## src/rtl/brq_pkg.sv

```systemverilog
// Shared definitions for the branch resolve queue: default widths and the
// per-branch entry captured at prediction time.
package brq_pkg;

  localparam int BRQ_XLEN   = 32;
  localparam int INSN_BYTES = 4;

  typedef struct packed {
    logic [BRQ_XLEN-1:0] pc;
    logic                hit;
    logic [BRQ_XLEN-1:0] tgt;
  } brq_entry_t;

endpackage

```

## src/rtl/branch_resolve_q_if.sv

```systemverilog
// Fetch-side prediction, execute-side resolution and ATB/redirect outputs
// of the branch resolve queue.
interface branch_resolve_q_if #(
  parameter int DEPTH = 8,
  parameter int XLEN  = 32
);
  logic                     pred_valid_i;
  logic [XLEN-1:0]          pred_pc_i;
  logic                     pred_hit_i;
  logic [XLEN-1:0]          pred_tgt_i;
  logic                     pred_ready_o;
  logic                     res_valid_i;
  logic                     res_taken_i;
  logic [XLEN-1:0]          res_tgt_i;
  logic                     res_ready_o;
  logic                     retire_valid_o;
  logic [XLEN-1:0]          retire_pc_o;
  logic [XLEN-1:0]          retire_tgt_pc_o;
  logic                     redirect_o;
  logic [XLEN-1:0]          redirect_pc_o;
  logic [$clog2(DEPTH):0]   count_o;
  logic [15:0]              mispredict_cnt_o;

  modport master (
    output pred_valid_i, pred_pc_i, pred_hit_i, pred_tgt_i,
    output res_valid_i, res_taken_i, res_tgt_i,
    input  pred_ready_o, res_ready_o,
    input  retire_valid_o, retire_pc_o, retire_tgt_pc_o,
    input  redirect_o, redirect_pc_o, count_o, mispredict_cnt_o
  );

  modport slave (
    input  pred_valid_i, pred_pc_i, pred_hit_i, pred_tgt_i,
    input  res_valid_i, res_taken_i, res_tgt_i,
    output pred_ready_o, res_ready_o,
    output retire_valid_o, retire_pc_o, retire_tgt_pc_o,
    output redirect_o, redirect_pc_o, count_o, mispredict_cnt_o
  );
endinterface

```

## src/rtl/brq_fifo.sv

```systemverilog
// Synchronous FIFO of branch entries; flush empties it in one edge and
// discards any push presented alongside.
module brq_fifo
  import brq_pkg::*;
#(
  parameter int DEPTH = 8
) (
  input  logic                   clk,
  input  logic                   reset,
  input  logic                   push,
  input  logic                   pop,
  input  logic                   flush,
  input  brq_entry_t             din,
  output brq_entry_t             dout,
  output logic [$clog2(DEPTH):0] count
);

  localparam int PTR_W = $clog2(DEPTH);
  localparam int CNT_W = PTR_W + 1;

  brq_entry_t       mem [DEPTH];
  logic [PTR_W-1:0] wr_ptr;
  logic [PTR_W-1:0] rd_ptr;
  logic             do_push;
  logic             do_pop;

  assign do_push = push && (count != CNT_W'(DEPTH)) && !flush;
  assign do_pop  = pop && (count != '0) && !flush;
  assign dout    = mem[rd_ptr];

  // DEPTH is a power of two, so pointers wrap by natural overflow.
  always_ff @(posedge clk) begin
    if (reset || flush) begin
      wr_ptr <= '0;
      rd_ptr <= '0;
      count  <= '0;
    end else begin
      if (do_push) wr_ptr <= wr_ptr + PTR_W'(1);
      if (do_pop)  rd_ptr <= rd_ptr + PTR_W'(1);
      case ({do_push, do_pop})
        2'b10:   count <= count + CNT_W'(1);
        2'b01:   count <= count - CNT_W'(1);
        default: count <= count;
      endcase
    end
  end

  always_ff @(posedge clk) begin
    if (do_push) mem[wr_ptr] <= din;
  end

endmodule

```

## src/rtl/branch_resolve_q.sv

```systemverilog
// In-order branch resolve queue: compares predictions against execute
// outcomes, issues ATB updates and fetch redirects, flushes on mispredict.
module branch_resolve_q
  import brq_pkg::*;
#(
  parameter int DEPTH = 8,
  parameter int XLEN  = BRQ_XLEN
) (
  input logic               clk,
  input logic               reset,
  branch_resolve_q_if.slave bus
);

  localparam int CNT_W = $clog2(DEPTH) + 1;

  // Entry layout comes from the package, so the datapath width must match it.
  if (XLEN != BRQ_XLEN) begin : g_xlen_chk
    $error("branch_resolve_q: XLEN must equal brq_pkg::BRQ_XLEN");
  end

  function automatic logic [15:0] sat_inc(input logic [15:0] v);
    return (v == 16'hFFFF) ? v : v + 16'd1;
  endfunction

  function automatic logic [XLEN-1:0] fall_through(input logic [XLEN-1:0] pc);
    return pc + XLEN'(INSN_BYTES);
  endfunction

  brq_entry_t       push_ent_p0;
  brq_entry_t       head_p0;
  logic [CNT_W-1:0] count_p0;
  logic             push_p0;
  logic             pop_p0;
  logic             tgt_miss_p0;
  logic             retire_p0;
  logic             mispred_p0;

  logic             retire_vld_p1;
  logic [XLEN-1:0]  retire_pc_p1;
  logic [XLEN-1:0]  retire_tgt_p1;
  logic             redirect_vld_p1;
  logic [XLEN-1:0]  redirect_pc_p1;
  logic [15:0]      mp_cnt_p1;

  // Stage p0: handshake, head-of-queue compare
  assign bus.pred_ready_o = (count_p0 != CNT_W'(DEPTH)) && !redirect_vld_p1;
  assign bus.res_ready_o  = (count_p0 != '0);
  assign push_p0          = bus.pred_valid_i && bus.pred_ready_o;
  assign pop_p0           = bus.res_valid_i && bus.res_ready_o;

  assign push_ent_p0.pc  = bus.pred_pc_i;
  assign push_ent_p0.hit = bus.pred_hit_i;
  assign push_ent_p0.tgt = bus.pred_tgt_i;

  assign tgt_miss_p0 = !head_p0.hit || (head_p0.tgt != bus.res_tgt_i);
  assign retire_p0   = pop_p0 && bus.res_taken_i && tgt_miss_p0;
  assign mispred_p0  = pop_p0 && (bus.res_taken_i ? tgt_miss_p0 : head_p0.hit);

  brq_fifo #(.DEPTH(DEPTH)) u_fifo (
    .clk   (clk),
    .reset (reset),
    .push  (push_p0),
    .pop   (pop_p0),
    .flush (mispred_p0),
    .din   (push_ent_p0),
    .dout  (head_p0),
    .count (count_p0)
  );

  // Stage p1: registered ATB update, redirect and statistics
  always_ff @(posedge clk) begin
    if (reset) begin
      retire_vld_p1   <= 1'b0;
      retire_pc_p1    <= '0;
      retire_tgt_p1   <= '0;
      redirect_vld_p1 <= 1'b0;
      redirect_pc_p1  <= '0;
      mp_cnt_p1       <= '0;
    end else begin
      retire_vld_p1   <= retire_p0;
      retire_pc_p1    <= retire_p0 ? head_p0.pc : '0;
      retire_tgt_p1   <= retire_p0 ? bus.res_tgt_i : '0;
      redirect_vld_p1 <= mispred_p0;
      if (!mispred_p0)
        redirect_pc_p1 <= '0;
      else if (bus.res_taken_i)
        redirect_pc_p1 <= bus.res_tgt_i;
      else
        redirect_pc_p1 <= fall_through(head_p0.pc);
      if (mispred_p0) mp_cnt_p1 <= sat_inc(mp_cnt_p1);
    end
  end

  assign bus.retire_valid_o   = retire_vld_p1;
  assign bus.retire_pc_o      = retire_pc_p1;
  assign bus.retire_tgt_pc_o  = retire_tgt_p1;
  assign bus.redirect_o       = redirect_vld_p1;
  assign bus.redirect_pc_o    = redirect_pc_p1;
  assign bus.count_o          = count_p0;
  assign bus.mispredict_cnt_o = mp_cnt_p1;

endmodule

```

## src/flat_wrapper.sv

```systemverilog
// flat-port wrapper written by rule: the top's interface ports become plain ports
module branch_resolve_q_flat import brq_pkg::*;
#(
  parameter int DEPTH = 8,
  parameter int XLEN  = BRQ_XLEN
)
  (clk, reset, bus_pred_valid_i, bus_pred_pc_i, bus_pred_hit_i, bus_pred_tgt_i, bus_res_valid_i, bus_res_taken_i, bus_res_tgt_i, bus_pred_ready_o, bus_res_ready_o, bus_retire_valid_o, bus_retire_pc_o, bus_retire_tgt_pc_o, bus_redirect_o, bus_redirect_pc_o, bus_count_o, bus_mispredict_cnt_o);
  branch_resolve_q_if #(.DEPTH(DEPTH), .XLEN(XLEN)) bus_i ();
  input logic clk;
  input logic reset;
  input wire logic [$bits(bus_i.pred_valid_i)-1:0] bus_pred_valid_i;
  input wire logic [$bits(bus_i.pred_pc_i)-1:0] bus_pred_pc_i;
  input wire logic [$bits(bus_i.pred_hit_i)-1:0] bus_pred_hit_i;
  input wire logic [$bits(bus_i.pred_tgt_i)-1:0] bus_pred_tgt_i;
  input wire logic [$bits(bus_i.res_valid_i)-1:0] bus_res_valid_i;
  input wire logic [$bits(bus_i.res_taken_i)-1:0] bus_res_taken_i;
  input wire logic [$bits(bus_i.res_tgt_i)-1:0] bus_res_tgt_i;
  output wire logic [$bits(bus_i.pred_ready_o)-1:0] bus_pred_ready_o;
  output wire logic [$bits(bus_i.res_ready_o)-1:0] bus_res_ready_o;
  output wire logic [$bits(bus_i.retire_valid_o)-1:0] bus_retire_valid_o;
  output wire logic [$bits(bus_i.retire_pc_o)-1:0] bus_retire_pc_o;
  output wire logic [$bits(bus_i.retire_tgt_pc_o)-1:0] bus_retire_tgt_pc_o;
  output wire logic [$bits(bus_i.redirect_o)-1:0] bus_redirect_o;
  output wire logic [$bits(bus_i.redirect_pc_o)-1:0] bus_redirect_pc_o;
  output wire logic [$bits(bus_i.count_o)-1:0] bus_count_o;
  output wire logic [$bits(bus_i.mispredict_cnt_o)-1:0] bus_mispredict_cnt_o;
  assign bus_i.pred_valid_i = bus_pred_valid_i;
  assign bus_i.pred_pc_i = bus_pred_pc_i;
  assign bus_i.pred_hit_i = bus_pred_hit_i;
  assign bus_i.pred_tgt_i = bus_pred_tgt_i;
  assign bus_i.res_valid_i = bus_res_valid_i;
  assign bus_i.res_taken_i = bus_res_taken_i;
  assign bus_i.res_tgt_i = bus_res_tgt_i;
  assign bus_pred_ready_o = bus_i.pred_ready_o;
  assign bus_res_ready_o = bus_i.res_ready_o;
  assign bus_retire_valid_o = bus_i.retire_valid_o;
  assign bus_retire_pc_o = bus_i.retire_pc_o;
  assign bus_retire_tgt_pc_o = bus_i.retire_tgt_pc_o;
  assign bus_redirect_o = bus_i.redirect_o;
  assign bus_redirect_pc_o = bus_i.redirect_pc_o;
  assign bus_count_o = bus_i.count_o;
  assign bus_mispredict_cnt_o = bus_i.mispredict_cnt_o;
  branch_resolve_q #(.DEPTH(DEPTH), .XLEN(XLEN)) u_core (.clk(clk), .reset(reset), .bus(bus_i));
endmodule
```

## config.mk

```make
export PLATFORM = sky130hd
export DESIGN_NAME = branch_resolve_q_flat
export DESIGN_NICKNAME = d
export VERILOG_FILES = /design/src/rtl/brq_pkg.sv /design/src/rtl/branch_resolve_q_if.sv /design/src/rtl/brq_fifo.sv /design/src/rtl/branch_resolve_q.sv /design/src/flat_wrapper.sv
export SDC_FILE = /design/constraint.sdc
export NUM_CORES = 1
export LEC_CHECK = 0
export ABC_CLOCK_PERIOD_IN_PS = 15530
export CAP_MARGIN = 40
export CORE_MARGIN = 4
export CORE_UTILIZATION = 25
export DETAILED_ROUTE_END_ITERATION = 7
export PLACE_DENSITY_LB_ADDON = 0.15
export REMOVE_ABC_BUFFERS = 1
export SYNTH_ARGS = -nofsm -noshare
export SYNTH_HDL_FRONTEND = slang
export SYNTH_SLANG_ARGS = --single-unit
```

## constraint.sdc

```tcl
create_clock -name clk -period 15.53 [get_ports clk]
set_input_delay 3.106 -clock clk [delete_from_list [all_inputs] [get_ports clk]]
set_output_delay 3.106 -clock clk [all_outputs]
set_load 0.005 [all_outputs]
```

==> results.sh, run 1 <==
export IMPL_drv_cap=0
export IMPL_num_vias=13291
export IMPL_synth_async_sr_flop_share=0
export IMPL_yosysSeqAreaShare=0.731
export IMPL_fin_ws_ps=8600
export IMPL_rsz0062_at_grt="no"
export IMPL_grt_max_degree=54
export IMPL_io_buffers=221
export IMPL_fmax_mhz=144
export IMPL_yosys_area_share_simple=0.0591
export IMPL_slowest_delay_ps=710
export IMPL_end_kind="flip-flop"
export IMPL_root_buffer="clkbuf_16"
export IMPL_post_route_util=0.318
export IMPL_hold_violations=0
export IMPL_ys_flop_type="edfxtp_1"
export IMPL_grtUsageTotal=0.138
export IMPL_layoutNonFillerInstCount=3016
export IMPL_dp_hpwl_um=47700
export IMPL_drv_slew=0
export IMPL_antenna_found_initial=14
export IMPL_drive_gt1_frac=0.172
export IMPL_synth_xor_area_frac=0.0201
export IMPL_wl_um=73000
export IMPL_finalNetCount=1766
export IMPL_cp_common_cell="buf_4"
export IMPL_ys_warnings_count=0
export IMPL_cts_htree_levels=3
export IMPL_dieArea_sq_um=104000
export IMPL_synthAdderAreaFrac=0.00433
export IMPL_vdd_drop_max_v=0.0000811
export IMPL_cpMaxStageDelayCell="buf_4"
export IMPL_cts_buffers=77
export IMPL_first_iter_violations=898
export IMPL_skew_ps=51.4
export IMPL_fin_crit_ps=6930
export IMPL_clock_sink_count=647
export IMPL_synthesis_instances=1382
export IMPL_synth_top_family_by_area="multiplexers"
export IMPL_rows=115
export IMPL_initial_core_util=0.252
export IMPL_dp_slack_ps=7840
export IMPL_hold_buffers=0
export IMPL_post_cts_resized=0
export IMPL_synth_area_mux_share=0.143
export IMPL_die_w_um=323
export IMPL_criticalPathCategory="in -> reg"
export IMPL_ys_ff_latch=647
export IMPL_clkLatencyLatePin_ps=650
export IMPL_worstMarginPinSlew_ps=830
export IMPL_synth_compound_area_frac=0.0240
export IMPL_grt_pass1_wl_um=103000
export IMPL_dr_pass1_iters=5
export IMPL_io_pins=222
export IMPL_nFillCells=9636
export IMPL_synth_edf_count=520
export IMPL_power_density_nw_per_um2=162
export IMPL_syn_area_sq_um=24800
export IMPL_core_area_sq_um=98400
export IMPL_wire_per_inst_um=24.2
export IMPL_clk_path_buf_depth=3
export IMPL_start_kind="primary input"
export IMPL_cts_tree="built"
export IMPL_post_drt_via_cell_ratio=4.41
export IMPL_syn_to_final_growth_pct=26.2
export IMPL_arrival_ps=7160
export IMPL_status="finished, final reports clean"
export IMPL_post_cts_setup_buffers=0
export IMPL_gp_congestion=0.741
export IMPL_p_leak_nw=10.2
export IMPL_critPathMaxFanout=40
export IMPL_layout_worst_path_cycle_share=0.446
export IMPL_synth_area_per_cell_sq_um=18.0
export IMPL_hp_class="reg -> reg"
export IMPL_relSlewSlack=0.431
export IMPL_placed_cells=2864
export IMPL_die_h_um=323
export IMPL_clkTransAtPathRegs_ps=60
export IMPL_ant_nets=0
export IMPL_path_cells="clkdlybuf4s50_1 > xor2_1 > o2111ai_1 > or3_1 > or4_1 > o211ai_4 > nand3_4 > nor3b_4 > buf_4 > buf_4"
export IMPL_grt_pass1_vias=14195
export IMPL_grt_overflow_total=0
export IMPL_holdWs_ps=513
export IMPL_cp_required_ps=15760
export IMPL_finalSetupViolations=0
export IMPL_remaining_drc_errors=0
export IMPL_yosysUniqueCellTypes=59
-- routing by layer --
layer | track usage | wire (um) | vias to the layer above
met5 | 0 | 66 | -
met4 | 0.0444 | 1770 | 10
met3 | 0.0345 | 4140 | 101
met2 | 0.223 | 34300 | 325
met1 | 0.184 | 32800 | 6869
li1 | - | - | 5986
-- where the power goes --
part | internal, W | switching (W) | total, W | leakage (nW)
clock | 0.00109 | 0.000729 | 0.00182 | 1.29
sequential | 0.00204 | 0.0000776 | 0.00212 | 5.74
combinational | 0.000494 | 0.000644 | 0.00114 | 3.12
total | 0.00363 | 0.00145 | 0.00508 | 10.2
-- kinds of logic (layout without fill, tap and decap cells) --
kind of cell | Yosys count | in the layout
xor gates and xnor gates | 57 | 57
other | 0 | 8
and+or+nand+nor | 277 | 277
AOI/OAI and AO/OA | 92 | 92
DFF | 647 | 647
buffers and inverters | 81 | 420
muxes | 220 | 220
adders and majority gates | 8 | 8
-- worst max-delay path, delay by kind of cell --
kind / cells / cell delay, ps
buffers and inverters: 3 / 1850
AND/OR/NAND/NOR: 4 / 1360
AO/OA/AOI/OAI: 2 / 510
XOR/XNOR: 1 / 280
-- worst paths after layout --
path	start	to	slack [ps]	cells past startpoint
max reg2reg	flip-flop	u_core.u_fifo.mem[6][2]	9330	12
max	bus_res_tgt_i[26]	u_core.u_fifo.mem[6][2]	8600	10
min	u_core.bus.mispredict_cnt_o[5]	u_core.bus.mispredict_cnt_o[5]	510	2
min reg2reg	u_core.bus.mispredict_cnt_o[5]	u_core.bus.mispredict_cnt_o[5]	510	2
-- stage by stage --
step / cell area (sq um) / setup TNS [ps] / total power (W)
after global routing: 31300 / 0 / 0.00533
after detailed placement: 28700 / 0 / 0.00333
final: 31300 / 0 / 0.00508
after CTS: 31300 / 0 / 0.00518
after floorplan: 24400 / -122160 / 0.00292
after global placement: 28600 / 0 / 0.00331
-- placed cells by master (no fill, tap or decap), types with 6 or more instances in the layout --
cell type        Yosys  routed
clkbuf_16            0      82
buf_4               11      39
o21ai_0              9       9
ha_1                 7       7
inv_1               11      10
or4_1               10      10
edfxtp_1           520     520
dfxtp_1            127     124
a22oi_1             14      14
nand2_1             31      31
nor3_1              34      32
mux4_2             108     108
nor4_1               8       7
o31ai_1              8       8
xor2_1              28      28
diode_2              0       8
nand3_1             13      13
clkdlybuf4s50_1      0     219
xnor2_1             29      29
nand4_1              8       8
nor2b_1              6       6
clkbuf_1            25      22
and3_1              13      13
nor2_1              81      80
mux2i_1            104     104
clkbuf_8             0      13
a21oi_1             35      35
and2_1              46      46
clkinv_2             0      11
-- synth_stat cells, drive strengths merged (9+ instances only) --
cell | number | area share
edfxtp | 520 | 0.63
dfxtp | 127 | 0.10
mux4 | 108 | 0.098
mux2i | 104 | 0.042
nor2 | 81 | 0.012
and2 | 46 | 0.012
buf | 45 | 0.013
a21oi | 35 | 0.0071
nor3 | 34 | 0.0069
nand2 | 32 | 0.0049
xnor2 | 29 | 0.010
xor2 | 28 | 0.0099
clkbuf | 25 | 0.0038
a22oi | 14 | 0.0042
nand3 | 14 | 0.0033
and3 | 13 | 0.0033
o21ai | 12 | 0.0024
inv | 11 | 0.0017
or4 | 10 | 0.0030
nor4 | 9 | 0.0025
-- layout make-up --
| cell class | count | area [sq um] | share of cell area |
|---|---|---|---|
| Tap cell | 1287 | 1610 | 0.0514 |
| Antenna cell | 8 | 20.0 | 0.000639 |
| Clock buffer | 117 | 2310 | 0.0738 |
| Inverter | 11 | 41.3 | 0.00132 |
| Timing Repair Buffer | 265 | 2570 | 0.0820 |
| Sequential cell | 647 | 18200 | 0.580 |
| Clock inverter | 27 | 327 | 0.0104 |
| Multi-Input combinational cell | 654 | 6290 | 0.201 |
-- flip-flops by register name (all words and copies together), names as in the netlist, named ones only --
signal and cells:
u_core.bus.mispredict_cnt_o 16, u_core.bus.redirect_o 1, u_core.bus.redirect_pc_o 32, u_core.bus.retire_pc_o 32
u_core.bus.retire_tgt_pc_o 32, u_core.bus.retire_valid_o 1, u_core.u_fifo.count 4, u_core.u_fifo.mem 520
u_core.u_fifo.rd_ptr 3, u_core.u_fifo.wr_ptr 3
(Power assumes the default switching activity.)
==> run 2: changes to the inputs <==
ABC_CLOCK_PERIOD_IN_PS = 6500   (was 15530)
clock period = 6.5 ns   (was 15.53 ns; I/O delays follow)
==> results.sh, run 2 (synthesis results as in run 1) <==
export IMPL_die_w_um=323
export IMPL_cts_htree_levels=3
export IMPL_rsz0062_at_grt="no"
export IMPL_post_cts_setup_buffers=0
export IMPL_worstRegToRegCells=17
export IMPL_ant_nets=0
export IMPL_hp_class="reg -> reg"
export IMPL_rows=115
export IMPL_antenna_found_initial=15
export IMPL_clk_path_buf_depth=3
export IMPL_start_kind="flip-flop"
export IMPL_syn_to_final_growth_pct=26.0
export IMPL_hold_violations=0
export IMPL_die_h_um=323
export IMPL_io_pins=222
export IMPL_largest_reg_flops=520
export IMPL_dieArea_sq_um=104000
export IMPL_grt_pass1_wl_um=104000
export IMPL_wire_per_inst_um=24.2
export IMPL_grt_pass1_vias=14123
export IMPL_skew_ps=34.6
export IMPL_criticalPathCategory="reg -> reg"
export IMPL_gp_congestion=0.743
export IMPL_first_iter_violations=930
export IMPL_grtUsageTotal=0.139
export IMPL_grt_max_degree=95
export IMPL_core_area_sq_um=98400
export IMPL_p_leak_nw=10.1
export IMPL_power_density_nw_per_um2=381
export IMPL_power_total_w=0.0119
export IMPL_drv_slew=0
export IMPL_grt_overflow_total=0
export IMPL_root_buffer="clkbuf_16"
export IMPL_dr_pass1_iters=4
export IMPL_fin_crit_ps=5050
export IMPL_vdd_drop_max_v=0.000213
export IMPL_cts_tree="built"
export IMPL_nFillCells=9635
export IMPL_num_vias=13345
export IMPL_arrival_ps=5560
export IMPL_end_kind="flip-flop"
export IMPL_worstMarginPinSlew_ps=910
export IMPL_clkTransAtPathRegs_ps=60
export IMPL_final_area_sq_um=31300
export IMPL_wl_um=72900
export IMPL_remaining_drc_errors=0
export IMPL_critPathMaxFanout=22
export IMPL_io_buffers=221
export IMPL_relSlewSlack=0.393
export IMPL_dp_hpwl_um=44500
export IMPL_post_drt_via_cell_ratio=4.43
export IMPL_drv_cap=0
export IMPL_placed_area_sq_um=28800
export IMPL_clock_sink_count=647
export IMPL_cp_required_ps=7010
export IMPL_finalSetupViolations=0
export IMPL_initial_core_util=0.252
export IMPL_post_route_util=0.318
export IMPL_cts_buffers=77
export IMPL_post_cts_resized=0
export IMPL_layout_worst_path_cycle_share=0.777
export IMPL_hold_buffers=0
export IMPL_clkLatencyLatePin_ps=630
export IMPL_finalNetCount=1767
export IMPL_whs_path_depth=2
export IMPL_max_flop_register="u_core.u_fifo.mem"
export IMPL_status="finished, final reports clean"
export IMPL_layout_common_cells="edfxtp_1, clkdlybuf4s50_1, dfxtp_1, mux4_2, mux2i_1"
export IMPL_layout_commonest_cell="edfxtp_1"
export IMPL_fmax_mhz=198
export IMPL_drive_gt1_frac=0.170
## run 2: changes by cell type in the layout (fill, tap and decap cells not counted), moves of 4 or more
cell,before,now
buf_12,0,9
clkbuf_8,13,5
clkinv_1,4,10
buf_4,39,35
clkinv_2,11,15
## run 2: critical path: stages, from the launching register on
cell	delay [ps]
dfxtp_4	660
buf_4	350
mux4_2	540
mux2i_1	210
xor2_1	260
nand4_1	110
or3_1	400
or4_1	610
o211ai_4	310
nand2_2	190
ha_1	280
ha_1	280
a21o_1	170
a21oi_1	170
xnor2_1	140
nor2_1	70
xnor2_1	130
nor2_1	50
## run 2: cell type report
type	count	area [sq um]	area share
sequential	647	18200	0.581
multi-input combinational	654	6290	0.201
tap	1287	1610	0.0515
timing repair buffer	266	2660	0.0849
antenna	6	15.0	0.000480
inverter	11	41.3	0.00132
clock inverter	37	318	0.0102
clock buffer	106	2190	0.0700
## run 2: stage by stage
stage                     setup TNS [ps]  instances  setup slack [ps]  hold WS (ps)
after detailed placement               0       2865              1180           497
after CTS                              0       3008              1330           511
after global routing                   0       3008              1040           540
final                                  0       3014              1450           512
after global placement                 0       2864              1170           491
after floorplan                 -4288760       1312            -10230           475
## run 2: power breakdown
part           switching (W)  internal (W)  leakage (nW)
sequential          0.000163       0.00488          5.74
combinational        0.00150       0.00119          3.14
clock                0.00167       0.00253          1.23
## run 2: per-layer routing
layer | part of all wire | GRT usage | vias up
met5 | 0.00085 | 0 | -
li1 | - | - | 5980
met1 | 0.45 | 0.186 | 6933
met4 | 0.020 | 0.0390 | 10
met2 | 0.47 | 0.225 | 320
met3 | 0.058 | 0.0341 | 102
## run 2: path summary, 6_finish.rpt
| path | startpoint | endpoint | slack, ps |
|---|---|---|---|
| setup / recovery | flip-flop | u_core.u_fifo.count[3] | 1450 |
| hold / removal | u_core.bus.mispredict_cnt_o[5] | u_core.bus.mispredict_cnt_o[5] | 510 |
| setup reg to reg | flip-flop | u_core.u_fifo.count[3] | 1450 |
| hold reg to reg | u_core.bus.mispredict_cnt_o[5] | u_core.bus.mispredict_cnt_o[5] | 510 |
==> run 3: changes to the inputs <==
ABC_CLOCK_PERIOD_IN_PS = 4900   (was 6500)
clock period = 4.9 ns   (was 6.5 ns; I/O delays follow)
==> results.sh, run 3 (synthesis results as in run 1) <==
export IMPL_r2r_end="u_core.u_fifo.mem[5][64]"
export IMPL_cp_common_cell="buf_4"
export IMPL_grtUsageTotal=0.143
export IMPL_end_kind="flip-flop"
export IMPL_dieArea_sq_um=104000
export IMPL_drv_slew=0
export IMPL_path_cells="buf_12 > mux4_2 > mux2i_1 > buf_4 > xor2_1 > buf_4 > nand4_1 > or3_1 > or4_4 > o211ai_4 > buf_4 > buf_4 > nand3_4 > nor3b_4 > buf_12"
export IMPL_worstRegToRegCells=15
export IMPL_holdPathEnd="u_core.bus.mispredict_cnt_o[5]"
export IMPL_vdd_drop_max_v=0.000226
export IMPL_die_w_um=323
export IMPL_holdWs_ps=512
export IMPL_fmax_mhz=218
export IMPL_grt_max_degree=48
export IMPL_layoutNonFillerInstCount=3096
export IMPL_gp_congestion=0.766
export IMPL_hp_start="u_core.bus.mispredict_cnt_o[5]"
export IMPL_slowest_delay_ps=580
export IMPL_whs_path_depth=2
export IMPL_syn_to_final_growth_pct=29.4
export IMPL_root_buffer="clkbuf_16"
export IMPL_layout_worst_path_cycle_share=0.934
export IMPL_layout_commonest_cell="edfxtp_1"
export IMPL_core_area_sq_um=98400
export IMPL_criticalPathCategory="reg -> reg"
export IMPL_max_flop_register="u_core.u_fifo.mem"
export IMPL_finalSetupViolations=0
export IMPL_cp_required_ps=5170
export IMPL_grt_pass1_vias=14727
export IMPL_antenna_found_initial=14
export IMPL_hp_class="reg -> reg"
export IMPL_cpMaxStageDelayCell="or4_4"
export IMPL_die_h_um=323
export IMPL_critPathMaxFanout=36
export IMPL_setup_tns_final_ps=0
export IMPL_largest_reg_flops=520
export IMPL_power_density_nw_per_um2=504
export IMPL_fin_crit_ps=4580
export IMPL_p_leak_nw=10.6
export IMPL_placed_cells=2951
export IMPL_initial_core_util=0.252
export IMPL_status="finished, final reports clean"
export IMPL_wl_um=75000
export IMPL_io_pins=222
export IMPL_cts_buffers=76
export IMPL_ant_nets=0
export IMPL_cts_tree="built"
export IMPL_remaining_drc_errors=0
export IMPL_dp_hpwl_um=50900
export IMPL_first_iter_violations=916
export IMPL_hold_violations=0
export IMPL_rsz0062_at_grt="no"
export IMPL_clkLatencyLatePin_ps=600
export IMPL_dr_pass1_iters=4
export IMPL_worstMarginPinSlew_ps=791
export IMPL_wire_per_inst_um=24.2
export IMPL_power_total_w=0.0162
export IMPL_drive_gt1_frac=0.215
export IMPL_post_route_util=0.326
export IMPL_layout_common_cells="edfxtp_1, clkdlybuf4s50_1, dfxtp_1, mux4_2, buf_4"
export IMPL_start_kind="flip-flop"
export IMPL_finalNetCount=1853
export IMPL_clkTransAtPathRegs_ps=60
export IMPL_r2r_slack_ps=320
export IMPL_grt_overflow_total=0
export IMPL_relSlewSlack=0.458
export IMPL_io_buffers=221
export IMPL_cts_htree_levels=3
export IMPL_skew_ps=15.0
export IMPL_hold_buffers=0
export IMPL_num_vias=13760
export IMPL_rows=115
export IMPL_drv_cap=0
export IMPL_clock_sink_count=647
export IMPL_grt_pass1_wl_um=107000
export IMPL_post_drt_via_cell_ratio=4.44
export IMPL_clk_path_buf_depth=3
export IMPL_arrival_ps=4850
[run 3: cell types whose count changed in the layout (fill, tap and decap cells not counted), moves of 2 or more]
cell      previous run  this run
buf_4               35       106
buf_12               9        26
inv_4                0         3
clkinv_8             2         0
clkbuf_1            19         8
clkinv_2            15        20
[run 3: repair_timing]
| action | CTS | global route |
|---|---|---|
| setup endpoints to repair | 0 | 1 |
| setup buffers | 0 | 1 |
| resized for setup | 0 | 3 |
[run 3: worst max path at each step]
stage	startpoint	slack, ps	end	cells past startpoint
finish	flip-flop	320	u_core.u_fifo.mem[5][64]	15
global placement	bus_res_tgt_i[14]	50	u_core.u_fifo.count[3]	15
floorplan	flip-flop	-11830	u_core.u_fifo.mem[1][0]	9
CTS	flip-flop	170	u_core.u_fifo.count[3]	17
detailed placement	bus_res_tgt_i[26]	70	u_core.u_fifo.count[3]	15
global route	flip-flop	50	u_core.u_fifo.count[3]	19
[run 3: per-stage QoR]
stage                     instance area, sq um  worst slack (ps)
after global placement                   29600              47.2
after global routing                     32100              45.7
after floorplan                          24400            -11830
final                                    32100               323
after CTS                                32100               172
after detailed placement                 29600              72.3
[run 3: where the power goes]
part	total, W	switching (W)	internal [W]
combinational	0.00405	0.00220	0.00185
clock	0.00553	0.00220	0.00332
sequential	0.00663	0.000170	0.00646
total	0.0162	0.00457	0.0116
[run 3: metal layers]
| layer | vias up | GRT usage | routed length [um] |
|---|---|---|---|
| met2 | 334 | 0.231 | 35500 |
| li1 | 6166 | - | - |
| met4 | 8 | 0.0437 | 1780 |
| met3 | 106 | 0.0310 | 3840 |
| met1 | 7146 | 0.192 | 33900 |
| met5 | - | 0 | 47 |
[run 3: final cells by class]
type                    instances  area, sq um
diodes                          7         17.5
inverters                      11         41.3
multi-input cells             654         6300
fillers                      9545        66300
clock buffers                  99         2200
repair buffers                353         3520
flip-flops and latches        647        18200
well taps                    1287         1610
clock inverters                38          268
[run 3: worst max-delay path: cells and delay by family (launching register included)]
kind / cells / cell delay, ps
compound gates: 1 / 240
xor+xnor: 1 / 150
buf+inv: 6 / 1120
flops: 1 / 430
mux: 2 / 680
simple gates: 5 / 1560
